[config.mk]
export PLATFORM = sky130hd
export DESIGN_NAME = shift_add_mac
export DESIGN_NICKNAME = d
export VERILOG_FILES = /design/src/rtl/shift_add_mac_pkg.sv /design/src/rtl/shift_add_mac_lane.sv /design/src/rtl/shift_add_mac.sv
export SDC_FILE = /design/constraint.sdc
export NUM_CORES = 1
export LEC_CHECK = 0
export BUFFER_PORTS_ARGS = -buffer_cell sky130_fd_sc_hd__buf_4
export CORE_MARGIN = 2
export CORE_UTILIZATION = 47
export CTS_BUF_LIST = sky130_fd_sc_hd__clkbuf_2
export DETAILED_ROUTE_END_ITERATION = 16
export PLACE_DENSITY = 0.62
export SLEW_MARGIN = 20
export SYNTH_ARGS = -nofsm -noshare
export SYNTH_HDL_FRONTEND = slang
export SYNTH_HIERARCHICAL = 1
export SYNTH_SLANG_ARGS = --single-unit
export TNS_END_PERCENT = 1
[constraint.sdc]
create_clock -name clk -period 5.1 [get_ports clk]
set_clock_uncertainty 0.15 [all_clocks]
set_input_delay 0.765 -clock clk [delete_from_list [all_inputs] [get_ports clk]]
set_output_delay 0.765 -clock clk [all_outputs]
set_load 0.1 [all_outputs]
[src/rtl/shift_add_mac_pkg.sv]
// Shared types and elaboration-time helpers for the constant-weight MAC.
// Weights are split into signed power-of-two terms here.
package shift_add_mac_pkg;

  localparam int unsigned SA_DEPTH  = 3;
  localparam int unsigned MAX_TERMS = 32;

  // Each slot holds sign*(shift+1); a zero slot carries no term.
  typedef logic [MAX_TERMS-1:0][31:0] int_array;

  typedef enum logic {ACCUM, HOLD} mac_state_t;

  function automatic int abs_value(input int v);
    return (v < 0) ? -v : v;
  endfunction

  // Lowest canonical-signed digit of v: +1, -1 or 0.
  function automatic int determineOneShift(input int v);
    if ((v & 1) == 0) return 0;
    return ((v & 3) == 1) ? 1 : -1;
  endfunction

  function automatic int_array determineShifts(input int w);
    int_array terms;
    int v;
    int d;
    int n;
    terms = '0;
    v = w;
    n = 0;
    for (int s = 0; s < int'(MAX_TERMS); s++) begin
      d = determineOneShift(v);
      if (d != 0) begin
        terms[n] = 32'(d * (s + 1));
        n++;
      end
      v = (v - d) >>> 1;
    end
    return terms;
  endfunction

  function automatic int unsigned count_terms(input int_array terms);
    int unsigned n;
    n = 0;
    for (int t = 0; t < int'(MAX_TERMS); t++)
      if (terms[t] != '0) n++;
    return n;
  endfunction

endpackage

[src/rtl/shift_add_mac_lane.sv]
// One lane: constant-weight product (shift-add or multiplier) and its
// stage-1 register.
module shift_add_mac_lane
  import shift_add_mac_pkg::*;
#(
  parameter int unsigned BITS   = 17,
  parameter int unsigned DEPTH  = SA_DEPTH,
  parameter int signed   WEIGHT = 256
) (
  input  logic              clk,
  input  logic              reset,
  input  logic              en,
  input  logic [BITS-1:0]   x,
  output logic [2*BITS-1:0] p
);

  localparam int unsigned PW       = 2 * BITS;
  localparam int_array    TERMS    = determineShifts(WEIGHT);
  localparam int unsigned NTERMS   = count_terms(TERMS);
  localparam bit          USE_MULT = (NTERMS > DEPTH) ||
                                     (abs_value(WEIGHT) == (1 << (BITS - 1)));

  logic signed [PW-1:0] x_ext;
  logic signed [PW-1:0] prod_c;

  assign x_ext = PW'($signed(x));

  if (USE_MULT) begin : g_mult
    assign prod_c = x_ext * PW'(WEIGHT);
  end else begin : g_shift
    // Constant terms fold away; a zero weight leaves only the constant 0.
    always_comb begin
      prod_c = '0;
      for (int t = 0; t < int'(MAX_TERMS); t++) begin
        if ($signed(TERMS[t]) > 0)
          prod_c = prod_c + (x_ext <<< ($signed(TERMS[t]) - 1));
        else if ($signed(TERMS[t]) < 0)
          prod_c = prod_c - (x_ext <<< (-$signed(TERMS[t]) - 1));
      end
    end
  end

  always_ff @(posedge clk) begin
    if (reset)   p <= '0;
    else if (en) p <= prod_c;
  end

endmodule

[src/rtl/shift_add_mac.sv]
// Multi-lane constant-weight dot product with NACC-beat accumulation,
// round-half-up, NFRAC shift and saturation; 3-stage stallable pipeline.
module shift_add_mac
  import shift_add_mac_pkg::*;
#(
  parameter int unsigned        NCH     = 4,
  parameter int unsigned        BITS    = 17,
  parameter int unsigned        NFRAC   = 8,
  parameter int unsigned        DEPTH   = SA_DEPTH,
  parameter int unsigned        NACC    = 1,
  parameter logic [NCH*BITS-1:0] WEIGHTS = {NCH{BITS'(256)}},
  parameter int unsigned        ACCW    = 2 * BITS + $clog2(NCH * NACC) + 1
) (
  input  logic                clk,
  input  logic                reset,
  input  logic                in_valid,
  output logic                in_ready,
  input  logic [NCH*BITS-1:0] data_in,
  output logic                out_valid,
  input  logic                out_ready,
  output logic [BITS-1:0]     data_out,
  output logic                out_sat
);

  localparam int unsigned PW   = 2 * BITS;
  localparam int unsigned CNTW = (NACC > 1) ? $clog2(NACC) : 1;
  localparam logic signed [ACCW-1:0] RND =
    (NFRAC == 0) ? '0 : ACCW'(64'sd1 <<< (NFRAC - 1));
  localparam logic signed [ACCW-1:0] SAT_MAX = ACCW'((64'sd1 <<< (BITS - 1)) - 64'sd1);
  localparam logic signed [ACCW-1:0] SAT_MIN = ~SAT_MAX;

  mac_state_t             state;
  logic                   stall_c;
  logic                   lane_en_c;
  logic                   s1_valid;
  logic                   s2_valid;
  logic [PW-1:0]          prod [NCH];
  logic signed [ACCW-1:0] lane_sum_c;
  logic signed [ACCW-1:0] s2_sum;
  logic signed [ACCW-1:0] acc;
  logic signed [ACCW-1:0] acc_sum_c;
  logic signed [ACCW-1:0] rnd_c;
  logic [CNTW-1:0]        cnt;
  logic                   last_c;
  logic                   sat_hi_c;
  logic                   sat_lo_c;

  assign out_valid = (state == HOLD);
  assign stall_c   = out_valid & ~out_ready;
  assign in_ready  = ~stall_c;
  assign lane_en_c = in_valid & ~stall_c;

  // S1: per-lane constant products
  for (genvar i = 0; i < int'(NCH); i++) begin : g_lane
    localparam int signed W = 32'($signed(WEIGHTS[i*BITS +: BITS]));
    shift_add_mac_lane #(
      .BITS   (BITS),
      .DEPTH  (DEPTH),
      .WEIGHT (W)
    ) u_lane (
      .clk   (clk),
      .reset (reset),
      .en    (lane_en_c),
      .x     (data_in[i*BITS +: BITS]),
      .p     (prod[i])
    );
  end

  always_comb begin
    lane_sum_c = '0;
    for (int i = 0; i < int'(NCH); i++)
      lane_sum_c = lane_sum_c + ACCW'($signed(prod[i]));
  end

  // S3 arithmetic: accumulate, round half up, scale and range-check
  always_comb begin
    acc_sum_c = acc + s2_sum;
    rnd_c     = (acc_sum_c + RND) >>> NFRAC;
    last_c    = (cnt == CNTW'(NACC - 1));
    sat_hi_c  = (rnd_c > SAT_MAX);
    sat_lo_c  = (rnd_c < SAT_MIN);
  end

  always_ff @(posedge clk) begin
    if (reset) begin
      s1_valid <= 1'b0;
      s2_valid <= 1'b0;
      s2_sum   <= '0;
      acc      <= '0;
      cnt      <= '0;
      data_out <= '0;
      out_sat  <= 1'b0;
      state    <= ACCUM;
    end else if (!stall_c) begin
      s1_valid <= in_valid;
      s2_valid <= s1_valid;
      s2_sum   <= lane_sum_c;
      if (s2_valid && last_c) begin
        acc      <= '0;
        cnt      <= '0;
        data_out <= sat_hi_c ? SAT_MAX[BITS-1:0] :
                    sat_lo_c ? SAT_MIN[BITS-1:0] : rnd_c[BITS-1:0];
        out_sat  <= sat_hi_c | sat_lo_c;
        state    <= HOLD;
      end else begin
        if (s2_valid) begin
          acc <= acc_sum_c;
          cnt <= cnt + 1'b1;
        end
        if (out_ready) state <= ACCUM;
      end
    end
  end

endmodule
==> summary.md <==
| Metric | Value |
|---|---|
| FF-to-FF path depth | 15 |
| Layout fillers | 2,622 |
| Site Rows | 60 |
| Global-route wire length before repair | 49,200 um |
| Syn. warnings | 6 |
| DRC Markers | 0 |
| Syn Area/Cell | 8.92 um2 |
| Final period utilization | 91.3% |
| Commonest cells after routing, fill and taps aside | dfxtp_1 (164), nor2_1 (156), buf_4 (117) |
| Nets | 1,704 |
| CP startpoint kind | flip-flop |
| Most common cell after layout, fill and taps aside | dfxtp_1 |
| Global Route Usage Sum | 20.9% |
| DRT Wirelength | 29,600 um |
| Ratio of cells with drive above 1 in the final layout | 13.6% |
| Crit path buf inv count | 1 |
| Antenna violations before repair | 2 |
| Clock H-tree levels | 4 |
| Worst Hold Slack | 0.0670 ns |
| Crit path time final | 4.66 ns |
| Status | finished clean |
| Sink Count | 164 |
| Peak Freq | 215 MHz |
| VDD IR-drop max | 0.165 mV |
| Total gr overflow | 0 |
| CP Capture Point | data_out[10] |
| Hold Path Class | in2reg |
| CP most frequent cell | a211oi_1 |
| Slew Limit Fails | 0 |
| R2R Setup Slk | 0.44 ns |
| Max cap viols | 0 |
| Max-slew headroom | 35.8% |
| Crit. End Element | flip-flop |
| IO buf count | 91 |
| Final Hold Fails | 0 |
| Worst Max-Slew Pin Slew | 0.963 ns |
| First-pass DRT Iterations | 7 |
| RSZ-0062 raised after global routing | false |
| Worst EP required | 5.59 ns |
| Top Ports | 92 |
| DR vias/cell | 5.57 |
| Starting density of the core | 47.9% |
| Slowest cell on crit path | or4_1 |
| Post-synth ARST share | 0% |
| TritonCTS buffer count | 17 |
| Seq/Total Area, Yosys | 25.4% |
| Synth Instances | 1,451 |
| Final GP Congestion | 0.856 |
| Reg-to-Reg End | data_out[10] |
| Clk Tree Root Cell | clkbuf_2 |
| Crit Path Category | reg2reg |
| Post-synth design cell area | 12,900 um2 |
| Top delay family on crit path | simple AND/OR/NAND/NOR gates |
| Final setup viols | 0 |
| Synth cell types | 96 |
| FF-to-FF Start | s2_sum[0] |
| Post-CTS setup buffers | 0 |
| Total core area | 27,000 um2 |
| Dominant synthesized flop cell | dfxtp_1 |
| WP depth | 15 |
| Die width | 170 um |
| Routed vias | 10.3k |
| DR WL/cell | 16.0 um |
| Die area | 28,900 um2 |
| Die H | 170 um |
| Worst Path Arrival | 5.15 ns |
| Final Util | 51.1% |
| FF+latch count, synth | 164 |
| Critical path launch point | s2_sum[0] |
| EDFF count, synth | 0 |
| Area Overhead vs Synth | 6.63% |
| Hpwl dp | 22,500 um |
| Worst-path fanout max | 17 |
| Worst-case clock buffer depth | 2 |
| Vias in the first global route | 9,723 |
| Leakage | 6.28 nW |
| Initial DRC count | 578 |
| DRT antenna net count | 0 |
| Clock-pin slew on the worst setup and hold paths | 0.29 ns |
| Final setup TNS | 0 ns |
| Largest net degree at the start of global routing | 96 |
| Worst path max stage delay | 0.53 ns |
| Crit path cell chain | ha_1 > fa_1 > a211oi_1 > o211ai_2 > and4_1 > or3_1 > a211oi_1 > o21ai_0 > nand3_1 > nand3b_1 > or4_1 > o211ai_1 > and4b_1 > buf_4 > o32ai_2 |
| PwrDens | 306 nW/um2 |
| Skew-Pair Late Insertion Delay | 0.77 ns |
| Clock tree from TritonCTS | done |
-- cells by family (layout without fill, tap and decap cells) --
kind of cell | Yosys count | count (layout) | share of synthesized area, %
compound gates | 367 | 367 | 19.9
xor+xnor | 57 | 57 | 3.92
fa+ha+maj | 143 | 143 | 17.9
buf+inv | 164 | 187 | 7.98
flops | 164 | 164 | 25.4
mux | 79 | 79 | 6.17
other cells | 4 | 35 | 0.116
simple gates | 473 | 473 | 18.6
-- how the worst min path moves through the flow --
| stage | startpoint | to | slack, ns | cells after the start |
|---|---|---|---|---|
| after floorplan | acc[0] | acc[0] | 0.29 | 2 |
| after global placement | s1_valid | s2_valid | 0.29 | 2 |
| after detailed placement | acc[0] | acc[0] | 0.30 | 2 |
| after CTS | data_in[55] | g_lane[3].u_lane/p[12] | 0.006 | 3 |
| after global routing | data_in[55] | g_lane[3].u_lane/p[12] | -0.02 | 3 |
| final | data_in[55] | g_lane[3].u_lane/p[12] | 0.07 | 3 |
-- synth_stat cells, types with 13 or more instances --
library cell / n / area (um2)
nand3_1: 29 / 145
nand2b_1: 25 / 156
nand4_1: 13 / 81.3
clkbuf_1: 40 / 150
a21o_1: 33 / 248
inv_1: 24 / 90.1
buf_2: 16 / 80.1
xnor2_1: 38 / 333
mux2i_1: 73 / 731
a211oi_1: 21 / 158
a21oi_1: 95 / 475
and2_1: 14 / 87.6
nor3_1: 23 / 115
buf_4: 70 / 526
o21ai_0: 55 / 275
dfxtp_1: 164 / 3280
nor2_1: 156 / 586
and3_1: 21 / 131
o21a_1: 14 / 105
a22oi_1: 32 / 240
ha_1: 73 / 913
nand2_1: 109 / 409
nor2b_1: 13 / 81.3
fa_1: 70 / 1400
xor2_1: 18 / 158
-- state kept, by name (all words and copies together), names as in the netlist --
| name | flops |
|---|---|
| acc | 37 |
| cnt | 1 |
| data_out | 17 |
| g_lane.u_lane/p | 68 |
| out_sat | 1 |
| out_valid | 1 |
| s1_valid | 1 |
| s2_sum | 37 |
| s2_valid | 1 |
-- metal layers --
layer  GRT usage, %  routed length, um
met1           31.6              15400
met2           31.2              12500
met3           3.09               1480
met4           4.94                301
met5              0                  0
-- metrics by stage --
stage	instances	setup WS, ns	area, um2	power, mW
2_1_floorplan	1479	0.765	13000	3.10
3_3_place_gp	1798	0.197	13400	3.45
3_5_place_dp	1798	0.0278	13400	3.47
4_1_cts	1842	0.0571	13800	4.22
5_1_grt	1846	0.0658	13800	4.55
6_report	1846	0.444	13800	4.23
-- worst reg2reg max path, stage by stage, from the launching register on --
cell,delay (ns)
dfxtp_1,0.38
ha_1,0.24
fa_1,0.43
a211oi_1,0.31
o211ai_2,0.22
and4_1,0.31
or3_1,0.35
a211oi_1,0.28
o21ai_0,0.18
nand3_1,0.23
nand3b_1,0.21
or4_1,0.53
o211ai_1,0.19
and4b_1,0.20
buf_4,0.25
o32ai_2,0.12
-- repair_timing --
item / in CTS / in global routing
gates resized for setup: 0 / 0
hold buffers: 12 / 0
endpoints found under the setup margin: 10 / 0
endpoints found under the hold margin: 12 / 0
-- power by group --
part           internal (mW)  switching [mW]  total, mW  leakage (nW)
sequential              1.43           0.112       1.54          1.35
combinational          0.809            1.15       1.96          4.80
clock                  0.190           0.535      0.725         0.136
-- area by class of cell --
cell class                      instances  area, um2  area share [%]
Tap cell                              341        427            3.09
Sequential cell                       164       3280            23.8
Clock buffer                           17       85.1           0.617
Timing Repair Buffer                  131       1030            7.46
Antenna cell                            3       7.51          0.0544
Multi-Input combinational cell       1151       8730            63.3
Clock inverter                         15        143            1.03
Inverter                               24       91.3           0.662
No activity file was read; power rests on OpenSTA's default activity.
